===== src/rtl/clkmeas_pkg.sv =====
// Shared types and helpers for the clkmeas frequency counter.
package clkmeas_pkg;

  typedef enum logic [1:0] {IDLE, ARM, MEASURE} t_clkmeas_state;

  typedef struct packed {
    logic        ovf;
    logic [63:0] val;
  } t_sat_res;

  function automatic int unsigned calc_window(input int unsigned main_hz,
                                              input int unsigned gate_hz);
    return main_hz / gate_hz;
  endfunction

  // Product is formed at 64 bits, wide enough for a 32-bit count times a
  // 32-bit rate, then clamped to the all-ones value of a 'bits'-wide result.
  function automatic t_sat_res sat_mul(input logic [63:0] cnt,
                                       input logic [63:0] rate,
                                       input int unsigned bits);
    logic [63:0] prod;
    logic [63:0] max_val;
    t_sat_res    res;
    prod    = cnt * rate;
    max_val = (bits >= 64) ? '1 : ((64'd1 << bits) - 64'd1);
    res.ovf = (prod > max_val);
    res.val = res.ovf ? max_val : prod;
    return res;
  endfunction

endpackage


===== src/rtl/clkmeas_sigsync.sv =====
// Synchronizer, optional glitch filter (CLKMEAS_GLITCH_FILTER_EN) and
// rising-edge detector; 'rise' is a one-cycle pulse per accepted edge.
module sigsync #(
  parameter int SYNC_STAGES = 2
`ifdef CLKMEAS_GLITCH_FILTER_EN
  ,
  parameter int FILT_LEN    = 3
`endif
) (
  input  logic clk,
  input  logic rst,
  input  logic sig,
  output logic rise
);

  logic [SYNC_STAGES-1:0] sync_q;
  logic                   synced;
  logic                   level;
  logic                   prev_q;

  always_ff @(posedge clk or posedge rst) begin
    if (rst) sync_q <= '0;
    else     sync_q <= {sync_q[SYNC_STAGES-2:0], sig};
  end

  assign synced = sync_q[SYNC_STAGES-1];

`ifdef CLKMEAS_GLITCH_FILTER_EN
  // Level flips only once the current and previous FILT_LEN-1 samples agree.
  logic [FILT_LEN-2:0] hist_q;
  logic                filt_q;

  always_ff @(posedge clk or posedge rst) begin
    if (rst) begin
      hist_q <= '0;
      filt_q <= 1'b0;
    end else begin
      hist_q <= (hist_q << 1) | (FILT_LEN-1)'(synced);
      if (&{hist_q, synced})       filt_q <= 1'b1;
      else if (~|{hist_q, synced}) filt_q <= 1'b0;
    end
  end

  assign level = filt_q;
`else
  assign level = synced;
`endif

  always_ff @(posedge clk or posedge rst) begin
    if (rst) prev_q <= 1'b0;
    else     prev_q <= level;
  end

  assign rise = level & ~prev_q;

endmodule


===== src/rtl/clkmeas.sv =====
// Gate-window frequency counter for a slow asynchronous input.
// Optional glitch filter enabled by defining CLKMEAS_GLITCH_FILTER_EN.
module clkmeas
  import clkmeas_pkg::*;
#(
  parameter int unsigned MAIN_CLK_HZ = 50_000_000,
  parameter int unsigned GATE_HZ     = 10,
  parameter int          CTR_BITS    = 32,
  parameter int          SYNC_STAGES = 2,
  parameter int          FILT_LEN    = 3
) (
  input  logic                in_clk,
  input  logic                in_rst,
  input  logic                in_enable,
  input  logic                in_sig,
  output logic [CTR_BITS-1:0] out_freq,
  output logic                out_valid,
  output logic                out_stuck,
  output logic                out_overflow,
  output logic                out_busy
);

`ifdef CLKMEAS_GLITCH_FILTER_EN
  localparam int FILT_DELAY = FILT_LEN;
`else
  localparam int FILT_DELAY = 0 * FILT_LEN;
`endif

  localparam int unsigned WINDOW  = calc_window(MAIN_CLK_HZ, GATE_HZ);
  localparam int          GATE_W  = (WINDOW > 1) ? $clog2(WINDOW) : 1;
  localparam int          ARM_LEN = SYNC_STAGES + FILT_DELAY + 1;
  localparam int          ARM_W   = $clog2(ARM_LEN + 1);

  t_clkmeas_state       state_q, state_d;
  logic [ARM_W-1:0]     arm_ctr;
  logic [GATE_W-1:0]    gate_ctr;
  logic [CTR_BITS-1:0]  edge_ctr, edge_next;
  logic                 edge_sat, edge_sat_next;
  logic                 rise, arm_done, window_end;
  t_sat_res             mul_res;
  logic [CTR_BITS-1:0]  freq_next;
  logic [63-CTR_BITS:0] unused_hi;

`ifdef CLKMEAS_GLITCH_FILTER_EN
  sigsync #(.SYNC_STAGES(SYNC_STAGES), .FILT_LEN(FILT_LEN)) u_sigsync (
`else
  sigsync #(.SYNC_STAGES(SYNC_STAGES)) u_sigsync (
`endif
    .clk  (in_clk),
    .rst  (in_rst),
    .sig  (in_sig),
    .rise (rise)
  );

  assign arm_done   = (arm_ctr == ARM_W'(ARM_LEN - 1));
  assign window_end = (state_q == MEASURE) && in_enable &&
                      (gate_ctr == GATE_W'(WINDOW - 1));

  // Edge count saturates instead of wrapping; an edge on the final window
  // cycle is folded into the result through edge_next.
  assign edge_next     = (rise && (edge_ctr != '1)) ? edge_ctr + 1'b1 : edge_ctr;
  assign edge_sat_next = edge_sat | (rise && (edge_ctr == '1));

  assign mul_res = sat_mul(64'(edge_next), 64'(GATE_HZ), CTR_BITS);
  assign {unused_hi, freq_next} = mul_res.val;

  always_ff @(posedge in_clk or posedge in_rst) begin
    if (in_rst) state_q <= IDLE;
    else        state_q <= state_d;
  end

  always_comb begin
    state_d = state_q;
    case (state_q)
      IDLE:    if (in_enable) state_d = ARM;
      ARM:     if (!in_enable) state_d = IDLE;
               else if (arm_done) state_d = MEASURE;
      MEASURE: if (!in_enable) state_d = IDLE;
      default: state_d = IDLE;
    endcase
  end

  always_ff @(posedge in_clk or posedge in_rst) begin
    if (in_rst) begin
      arm_ctr      <= '0;
      gate_ctr     <= '0;
      edge_ctr     <= '0;
      edge_sat     <= 1'b0;
      out_freq     <= '0;
      out_valid    <= 1'b0;
      out_stuck    <= 1'b0;
      out_overflow <= 1'b0;
    end else begin
      out_valid <= 1'b0;
      if (state_q == ARM) begin
        arm_ctr  <= arm_ctr + 1'b1;
        gate_ctr <= '0;
        edge_ctr <= '0;
        edge_sat <= 1'b0;
      end else begin
        arm_ctr <= '0;
        if (window_end) begin
          gate_ctr     <= '0;
          edge_ctr     <= '0;
          edge_sat     <= 1'b0;
          out_freq     <= freq_next;
          out_stuck    <= (edge_next == '0);
          out_overflow <= mul_res.ovf | edge_sat_next;
          out_valid    <= 1'b1;
        end else if (state_q == MEASURE) begin
          gate_ctr <= gate_ctr + 1'b1;
          edge_ctr <= edge_next;
          edge_sat <= edge_sat_next;
        end
      end
    end
  end

  assign out_busy = (state_q != IDLE);

endmodule


===== config.mk =====
export PLATFORM = sky130hd
export DESIGN_NAME = clkmeas
export DESIGN_NICKNAME = d
export VERILOG_FILES = /design/src/rtl/clkmeas_pkg.sv /design/src/rtl/clkmeas_sigsync.sv /design/src/rtl/clkmeas.sv
export SDC_FILE = /design/constraint.sdc
export NUM_CORES = 1
export LEC_CHECK = 0
export CAP_MARGIN = 30
export CORE_ASPECT_RATIO = 2
export CORE_MARGIN = 2
export CORE_UTILIZATION = 52
export CTS_CLUSTER_SIZE = 12
export DETAILED_ROUTE_END_ITERATION = 10
export PLACE_DENSITY_LB_ADDON = 0.15
export SYNTH_ARGS = -nofsm -noshare
export SYNTH_HDL_FRONTEND = slang
export SYNTH_HIERARCHICAL = 1
export SYNTH_SLANG_ARGS = --single-unit
export TNS_END_PERCENT = 100

===== constraint.sdc =====
create_clock -name in_clk -period 8.3 [get_ports in_clk]
set_clock_uncertainty 0.1 [all_clocks]
set_input_delay 0.83 -clock in_clk [delete_from_list [all_inputs] [get_ports in_clk]]
set_output_delay 0.83 -clock in_clk [all_outputs]
set_load 0.005 [all_outputs]

==> impl_metrics.yaml, run 1 <==
drt:
  viasPerCell: 6.09
  wirelength_um: 18500
  drt_pre_antenna_iters: 7
  wl_per_cell_um: 18.1
  final_antenna_net_count: 0
  drt_iter0_markers: 433
  vias: 6249
  drc: 0
run:
  cap_violations: 0
cts:
  ctsHoldBuffers: 0
  cts_sinks: 98
  htree_levels: 3
  clockBufferDepth: 2
  clk_latency_ns: 0.35
  ctsResizeCount: 0
  root_buffer: "clkbuf_16"
  cts_buffers: 9
  clkSlewWorstSetupHoldPaths_ns: 0.07
  cts_tree: "done"
  cts_setup_buffers: 0
timing:
  setup_tns_ns: 0
  post-route-period-util: 0.731
  setup_viol: 0
  slew_viol_final: 0
  grt_setup_unrepaired: "no"
  hold_violations: 0
  holdWs_ns: 0.259
  maxSlewHeadroom: 0.459
  worst_pin_slew_ns: 0.807
  fin_crit_ns: 6.07
  clock.fmax_ghz: 0.165
floorplan:
  core.rowCount: 61
  die-area_mm2: 0.0152
  chipHeight_um: 172
  core_area_mm2: 0.0139
  die_w_um: 88.2
  initial_core_util: 0.531
  io_pins: 40
critical_path:
  worst_path_largest_cell_delay_ns: 0.73
  critPathRequiredTime_ns: 8.44
  path_max_fanout: 33
  crit_chain: "ha_1, nand3_1, nor3_1, nand4_4, and2_1, nand4_1, xor2_1, inv_1, ha_1, ha_1, inv_1, fa_1, nand2b_1, a21oi_1, o41a_1, a211oi_1, nor3_1, o21ai_1, xnor2_1, nand4_4, o22a_2"
  start_kind: "flip-flop"
  cpMostUsedCell: "ha_1"
  ff2ff_setup_slack_ns: 2.23
  worstPathArrival_ns: 6.21
  slowest_stage: "a211oi_1"
  crit_path_end_kind: "flip-flop"
  critPathKind: "reg2reg"
synthesis:
  synthAdderAreaFrac: 0.0689
  ys.warnings.count: 6
  yosysUniqueCellTypes: 83
  yosys-top-cells-area: "dfrtp_1, ha_1, o21ai_0"
  postSynthAreaPerCell_um2: 8.98
  synth_simple_gate_area_share: 0.230
  ys_seq_elements: 98
  syn_nets: 865
  syn-cell-area_mm2: 0.00737
  async_reset_ff_frac: 1.00
  synth_edf_count: 0
  synth_top_area_share: 0.333
  synth_xor_xnor_area_share: 0.107
  synth_top_family_by_area: "simple AND/OR/NAND/NOR gates"
  syn_inst: 821
  synth_compound_area_frac: 0.203
  synth_top_area_cell: "dfrtp_1"
  synth_ff_type: "dfrtp_1"
  seq_area_frac_synth: 0.333
  synth.mux.area_fraction: 0.00730
cells_and_area:
  nets: 877
  area_delta_synth_final_pct: 10.0
  antennaDiodeCount: 0
  fill_cells: 1274
  layout_commonest_cell: "dfrtp_1"
  mostFrequentLayoutCells: "dfrtp_1, nand2_1, o21ai_0, nor2_1, a21oi_1"
  fin_util: 0.584
  drive_above_1_share: 0.0800
grt:
  grt_pass1_vias: 6179
  grtUsageTotal: 0.253
  overflow: 0
  grt_max_degree: 57
  grt_pass1_wl_um: 30000
  antenna_found_initial: 0
placed_design:
  port_buffers: 39
  dp_hpwl_um: 13500
  gp_congestion: 0.962
min_path:
  hold_class: "reg2reg"
pwr:
  power_density_mw_per_mm2: 128
  p_leak_uw: 0.00366
  ir_worst_vdd_uv: 119
outcome:
  status: "finished, final reports clean"
## kinds of logic after synthesis
logic type | after synthesis
AND/OR/NAND/NOR | 299
AO/OA/AOI/OAI | 228
flip-flops | 98
XOR/XNOR | 83
buffers and inverters | 69
adder cells (fa/ha/maj) | 40
multiplexers | 4
## worst paths after layout
path | from | to | depth (start not counted)
max in group asynchronous | in_rst | gate_ctr[3] | 3
min in group asynchronous | in_rst | u_sigsync/prev_q | 2
setup reg to reg | edge_ctr[0] | out_freq[30] | 21
hold / removal | u_sigsync/sync_q[0] | u_sigsync/sync_q[1] | 0
hold reg to reg | u_sigsync/sync_q[0] | u_sigsync/sync_q[1] | 0
setup / recovery | edge_ctr[0] | out_freq[30] | 21
## critical path: cells and delay by family, from the launching register on
kind | cells | cell delay, ns
AO/OA/AOI/OAI | 5 | 1.78
flip-flops | 1 | 0.48
AND/OR/NAND/NOR | 8 | 1.85
XOR/XNOR | 2 | 0.58
adder cells (fa/ha/maj) | 4 | 0.99
buffers and inverters | 2 | 0.16
## synth_stat cells (all sizes together) (10+ instances only)
| library cell | instances |
|---|---|
| and3 | 28 |
| nor2b | 19 |
| o22a | 32 |
| nand4 | 25 |
| nand3 | 29 |
| o21ai | 83 |
| ha | 39 |
| nor3 | 15 |
| clkbuf | 22 |
| nand2 | 78 |
| and2 | 10 |
| a21oi | 43 |
| dfrtp | 98 |
| xnor2 | 42 |
| buf | 19 |
| inv | 26 |
| xor2 | 41 |
| a21o | 13 |
| nor2 | 60 |
## cell type report
type	count	area, µm²	share of cell area
inverters	26	100	0.0123
repair buffers	44	428	0.0528
clock buffers	9	225	0.0278
multi-input cells	654	4550	0.562
well taps	189	236	0.0292
clock inverters	6	113	0.0139
flip-flops and latches	98	2450	0.302
## layer usage
layer | up-vias | global-route usage | routed length (µm)
met5 | - | 0 | 0
met4 | 0 | 0.147 | 1050
met3 | 75 | 0.0320 | 654
met2 | 195 | 0.449 | 9830
met1 | 3008 | 0.282 | 6990
li1 | 2971 | - | -
## metrics by stage
| stage | power [µW] | worst slack, ns | area (µm²) | instances |
|---|---|---|---|---|
| 2_1_floorplan | 540 | 3.56 | 7370 | 821 |
| 3_3_place_gp | 559 | 2.49 | 7770 | 1011 |
| 3_5_place_dp | 561 | 2.31 | 7770 | 1011 |
| 4_1_cts | 1050 | 2.29 | 8110 | 1026 |
| 5_1_grt | 1070 | 1.76 | 8110 | 1026 |
| 6_report | 1040 | 2.23 | 8110 | 1026 |
## state kept, by name, summed over array words and instances, names as in the netlist
| register | flops |
|---|---|
| out_valid | 1 |
| arm_ctr | 2 |
| u_sigsync/prev_q | 1 |
| state_q | 2 |
| edge_sat | 1 |
| u_sigsync/sync_q | 2 |
| out_stuck | 1 |
| out_overflow | 1 |
| gate_ctr | 23 |
| out_freq | 32 |
| edge_ctr | 32 |
## report_power, final
group | total (µW) | leakage, µW | switching, µW | internal (µW)
combinational | 64.2 | 0.00214 | 47.3 | 16.9
clock | 487 | 0.000166 | 192 | 295
sequential | 487 | 0.00135 | 3.89 | 483
total | 1040 | 0.00366 | 243 | 794
Power figures use the tool's default switching activity.
==> run 2, diff against run 1 <==
- clock period: 8.3 -> 5.42 ns (I/O delays scaled with it)
==> run 2 against run 1 <==
- sequential power rose by 53%
- register-to-register slack got worse by 2.0 ns
- critical path depth fell by 4
- non-clock buffer count rose by 15
- sequential cell count did not move
- sequential share of layout area fell by 0.62 points
- first-iteration DRC count fell by 15%
- die area did not move
- count of clock-buffer cells in the layout rose by 1
==> impl_metrics.yaml, run 2 (synthesis results as in run 1) <==
grt:
  overflow: 0
  grt_max_degree: 49
  grt_pass1_wl_um: 31400
  grt_pass1_vias: 6560
  grtUsageTotal: 0.264
  antenna_found_initial: 0
drt:
  wirelength_um: 19100
  drt_pre_antenna_iters: 7
  final_antenna_net_count: 0
  met2_length_um: 10100
  wl_per_cell_um: 18.3
  wl_met1_um: 7160
  viasPerCell: 6.07
  drc: 0
  vias: 6323
  highest_layer: "met4"
  wl_met3_um: 553
  drt_iter0_markers: 369
timing:
  maxSlewHeadroom: 0.551
  fin_crit_ns: 5.14
  worst_pin_slew_ns: 0.673
  setup_viol: 0
  holdWs_ns: 0.252
  clock.fmax_ghz: 0.195
  hold_violations: 0
  setup_tns_ns: 0
  post-route-period-util: 0.948
  slew_viol_final: 0
critical_path:
  worstPathArrival_ns: 5.28
  critPathRequiredTime_ns: 5.56
  critPathKind: "reg2reg"
  reg2reg_from: "edge_ctr[23]"
  slowest_stage: "dfrtp_1"
  ff2ff_setup_slack_ns: 0.28
  start_kind: "flip-flop"
  crit_path_end_kind: "flip-flop"
  crit_chain: "nand3_1, nor3_2, nand3_1, o21ai_0, xor2_1, xor2_1, ha_1, a21o_1, a221oi_1, o21ai_1, o21ai_2, o21ai_1, a311oi_2, mux2i_4, nand4_4, buf_12, o22a_1"
  critPathBufInv: 1
  ff2ff_path_depth: 17
  cp_top_family: "compound AO/OA/AOI/OAI gates"
  r2r-end: "out_freq[1]"
  worst_path_largest_cell_delay_ns: 0.48
  path_max_fanout: 33
placed_design:
  port_buffers: 39
  gp_congestion: 0.955
  dp_hpwl_um: 14000
pwr:
  ir_worst_vdd_uv: 187
  p_leak_uw: 0.00373
  power_density_mw_per_mm2: 190
floorplan:
  core.rowCount: 61
  initial_core_util: 0.531
  core_area_mm2: 0.0139
  die_w_um: 88.2
  io_pins: 40
  die-area_mm2: 0.0152
  chipHeight_um: 172
min_path:
  min_from: "u_sigsync/sync_q[0]"
  whs_path_depth: 0
  min_to: "u_sigsync/sync_q[1]"
  hold_class: "reg2reg"
cts:
  cts_tree: "done"
  clk_latency_ns: 0.35
  clockBufferDepth: 2
  cts_buffers: 9
  ctsHoldBuffers: 0
  root_buffer: "clkbuf_16"
  cts_sinks: 98
  clkSlewWorstSetupHoldPaths_ns: 0.07
  htree_levels: 3
outcome:
  status: "finished, final reports clean"
cells_and_area:
  reg_top3: "edge_ctr x32, out_freq x32, gate_ctr x23"
  antennaDiodeCount: 0
  mostFrequentLayoutCells: "dfrtp_1, nand2_1, o21ai_0, nor2_1"
  drive_above_1_share: 0.104
  area_delta_synth_final_pct: 12.3
  nets: 892
  fin_util: 0.596
  layout_commonest_cell: "dfrtp_1"
run:
  cap_violations: 0
==> run 2: per-stage QoR <==
stage,area (µm²),setup WS [ns],total power (µW),std cells
global route,8280,-0.0479,1630,1042
floorplan,7370,0.684,826,821
finish,8280,0.280,1580,1042
detailed placement,7910,0.237,864,1026
global placement,7890,0.442,854,1025
CTS,8240,0.212,1590,1042
==> run 2: worst max path at each step <==
stage / end / slack [ns] / cells past startpoint / from
final: out_freq[1] / 0.28 / 17 / edge_ctr[23]
after floorplan: out_freq[13] / 0.68 / 22 / edge_ctr[0]
after global routing: out_freq[1] / -0.05 / 19 / edge_ctr[0]
after CTS: out_overflow / 0.21 / 19 / edge_ctr[0]
after detailed placement: out_overflow / 0.24 / 18 / edge_ctr[23]
after global placement: out_overflow / 0.44 / 21 / edge_ctr[5]
==> run 2: layer usage <==
metal  GRT usage  vias to the layer above
li1            -                     2996
met1       0.285                     3076
met2       0.474                      175
met3      0.0258                       76
met4       0.171                        0
met5           0                        -
==> run 2: worst reg2reg max path: stages, from the launching register on <==
cell and delay, ns:
dfrtp_1 0.48, nand3_1 0.23, nor3_2 0.42, nand3_1 0.19
o21ai_0 0.41, xor2_1 0.32, xor2_1 0.22, ha_1 0.30
a21o_1 0.24, a221oi_1 0.27, o21ai_1 0.20, o21ai_2 0.30
o21ai_1 0.19, a311oi_2 0.35, mux2i_4 0.31, nand4_4 0.11
buf_12 0.20, o22a_1 0.21
==> run 2: what timing repair did <==
| action | CTS | global route |
|---|---|---|
| endpoints found under the setup margin | 0 | 33 |
| resized for setup | 0 | 7 |
| buffers inserted | 0 | 0 |
==> run 2: layout make-up <==
type / instances / area, µm²
clock buffers: 10 / 239
clock inverters: 6 / 93.8
fillers: 1275 / 5610
inverters: 26 / 100
multi-input cells: 654 / 4590
flip-flops and latches: 98 / 2450
well taps: 189 / 236
repair buffers: 59 / 566
==> run 2: power breakdown <==
part | switching, µW | leakage [µW] | internal (µW)
sequential | 6.26 | 0.00135 | 739
combinational | 73.2 | 0.00222 | 29.9
clock | 305 | 0.000160 | 423
==> run 3, diff against run 2 <==
- ABC_CLOCK_PERIOD_IN_PS: not set -> 5420
- GPL_ROUTABILITY_DRIVEN: not set -> 0
==> run 3 against run 2 <==
- maximum frequency increased by 0.49%
- die area did not move
- critical path depth grew 4
- routed wire length fell by 2.4%
- combinational power about the same
- clock power shrank 7.7%
- count of clock-buffer cells in the layout unchanged
- final area is 0.23% higher
- register-to-register slack gained 0.02 ns
- sequential share of layout area decreased by 0.067 points
- power fell by 3.4%
- first-iteration DRC count is 14% higher
- critical path type unchanged
==> impl_metrics.yaml, run 3 (synthesis results as in run 1) <==
critical_path:
  ff2ff_setup_slack_ns: 0.30
  crit_start: "edge_ctr[23]"
  reg2reg_from: "edge_ctr[23]"
  r2r-end: "out_freq[1]"
  critPathKind: "reg2reg"
  start_kind: "flip-flop"
  path_max_fanout: 28
  worstPathArrival_ns: 5.25
  worst_path_largest_cell_delay_ns: 0.48
  critPathRequiredTime_ns: 5.55
  crit_chain: "nand3_1, nor3_4, nand4_4, and2_1, nand4_1, xor2_1, inv_1, ha_1, ha_1, inv_1, fa_1, nand2b_1, a21oi_1, o41a_1, a21oi_2, a31oi_1, nand3_1, a41oi_2, nand4_4, buf_12, o22a_1"
  ff2ff_path_depth: 21
  crit_path_end_kind: "flip-flop"
  slowest_stage: "dfrtp_1"
drt:
  drt_iter0_markers: 419
  highest_layer: "met4"
  final_antenna_net_count: 0
  wl_per_cell_um: 17.8
  drc: 0
  wirelength_um: 18700
  wl_met1_um: 7000
  viasPerCell: 6.01
  vias: 6304
  drt_pre_antenna_iters: 5
  met2_length_um: 10100
  wl_met3_um: 575
cells_and_area:
  drive_above_1_share: 0.107
  layout_commonest_cell: "dfrtp_1"
  area_delta_synth_final_pct: 12.6
  antennaDiodeCount: 0
  reg_top3: "edge_ctr x32, out_freq x32, gate_ctr x23"
  mostFrequentLayoutCells: "dfrtp_1, nand2_1, o21ai_0, nor2_1"
  nets: 899
timing:
  worst_slack_ns: 0.305
  maxSlewHeadroom: 0.484
  grt_setup_unrepaired: "no"
  hold_violations: 0
  setup_tns_ns: 0
  clock.fmax_ghz: 0.195
  post-route-period-util: 0.944
  fin_crit_ns: 5.12
  slew_viol_final: 0
  worst_pin_slew_ns: 0.773
  setup_viol: 0
cts:
  clk_latency_ns: 0.35
  clockBufferDepth: 2
  cts_sinks: 98
  root_buffer: "clkbuf_16"
  ctsHoldBuffers: 0
  cts_setup_buffers: 0
  cts_tree: "done"
  cts_buffers: 9
  ctsResizeCount: 0
  htree_levels: 3
  clkSlewWorstSetupHoldPaths_ns: 0.07
floorplan:
  die-area_mm2: 0.0152
  io_pins: 40
  core_area_mm2: 0.0139
  chipHeight_um: 172
  die_w_um: 88.2
  core.rowCount: 61
  initial_core_util: 0.531
outcome:
  status: "finished, final reports clean"
grt:
  grt_max_degree: 50
  grt_pass1_vias: 6456
  grt_pass1_wl_um: 31100
  antenna_found_initial: 0
  overflow: 0
  grtUsageTotal: 0.259
min_path:
  hold_class: "reg2reg"
  min_to: "u_sigsync/sync_q[1]"
  min_from: "u_sigsync/sync_q[0]"
  whs_path_depth: 0
placed_design:
  dp_hpwl_um: 13900
  place_worst_setup_slack_ns: 0.241
  port_buffers: 39
run:
  cap_violations: 0
pwr:
  ir_worst_vdd_uv: 166
  p_leak_uw: 0.00377
  power_density_mw_per_mm2: 184
-- run 3: area by class of cell --
type	instances	area [µm²]
fill	1251	5590
multi-input combinational	654	4580
sequential	98	2450
timing repair buffer	66	626
tap	189	236
clock buffer	10	229
inverter	26	100
clock inverter	6	73.8
-- run 3: power breakdown --
| part | internal, µW | switching (µW) |
|---|---|---|
| sequential | 739 | 5.89 |
| clock | 365 | 307 |
| combinational | 32.7 | 73.6 |
| total | 1140 | 386 |
-- run 3: worst max-delay path: cells and delay by family (launching register included) --
| kind | cells | cell delay, ns |
|---|---|---|
| and+or+nand+nor | 8 | 1.56 |
| xor gates and xnor gates | 1 | 0.19 |
| buffers and inverters | 3 | 0.34 |
| adders and majority gates | 3 | 0.86 |
| DFF | 1 | 0.48 |
| AOI/OAI and AO/OA | 6 | 1.43 |
-- run 3: metrics by stage --
stage	hold slack, ns	util	std cells	cell area [µm²]	total power, µW
global placement	0.237	0.572	1032	7940	854
floorplan	0.196	-	821	7370	826
detailed placement	0.247	0.574	1033	7970	868
CTS	0.264	0.595	1049	8270	1540
global route	0.283	0.597	1049	8300	1580
finish	0.256	0.597	1049	8300	1520
-- run 3: how the worst max path moves through the flow --
stage,endpoint,cells past startpoint,slack (ns)
final,out_freq[1],21,0.30
after global routing,out_freq[15],21,0.03
after CTS,out_freq[1],21,0.21
after detailed placement,out_freq[1],21,0.24
after global placement,out_freq[2],21,0.35
after floorplan,out_freq[13],22,0.68
-- run 3: metal layers --
layer / GRT usage / vias up
met2: 0.480 / 177
met5: 0 / -
met3: 0.0248 / 62
met4: 0.141 / 0
li1: - / 3030
met1: 0.279 / 3035
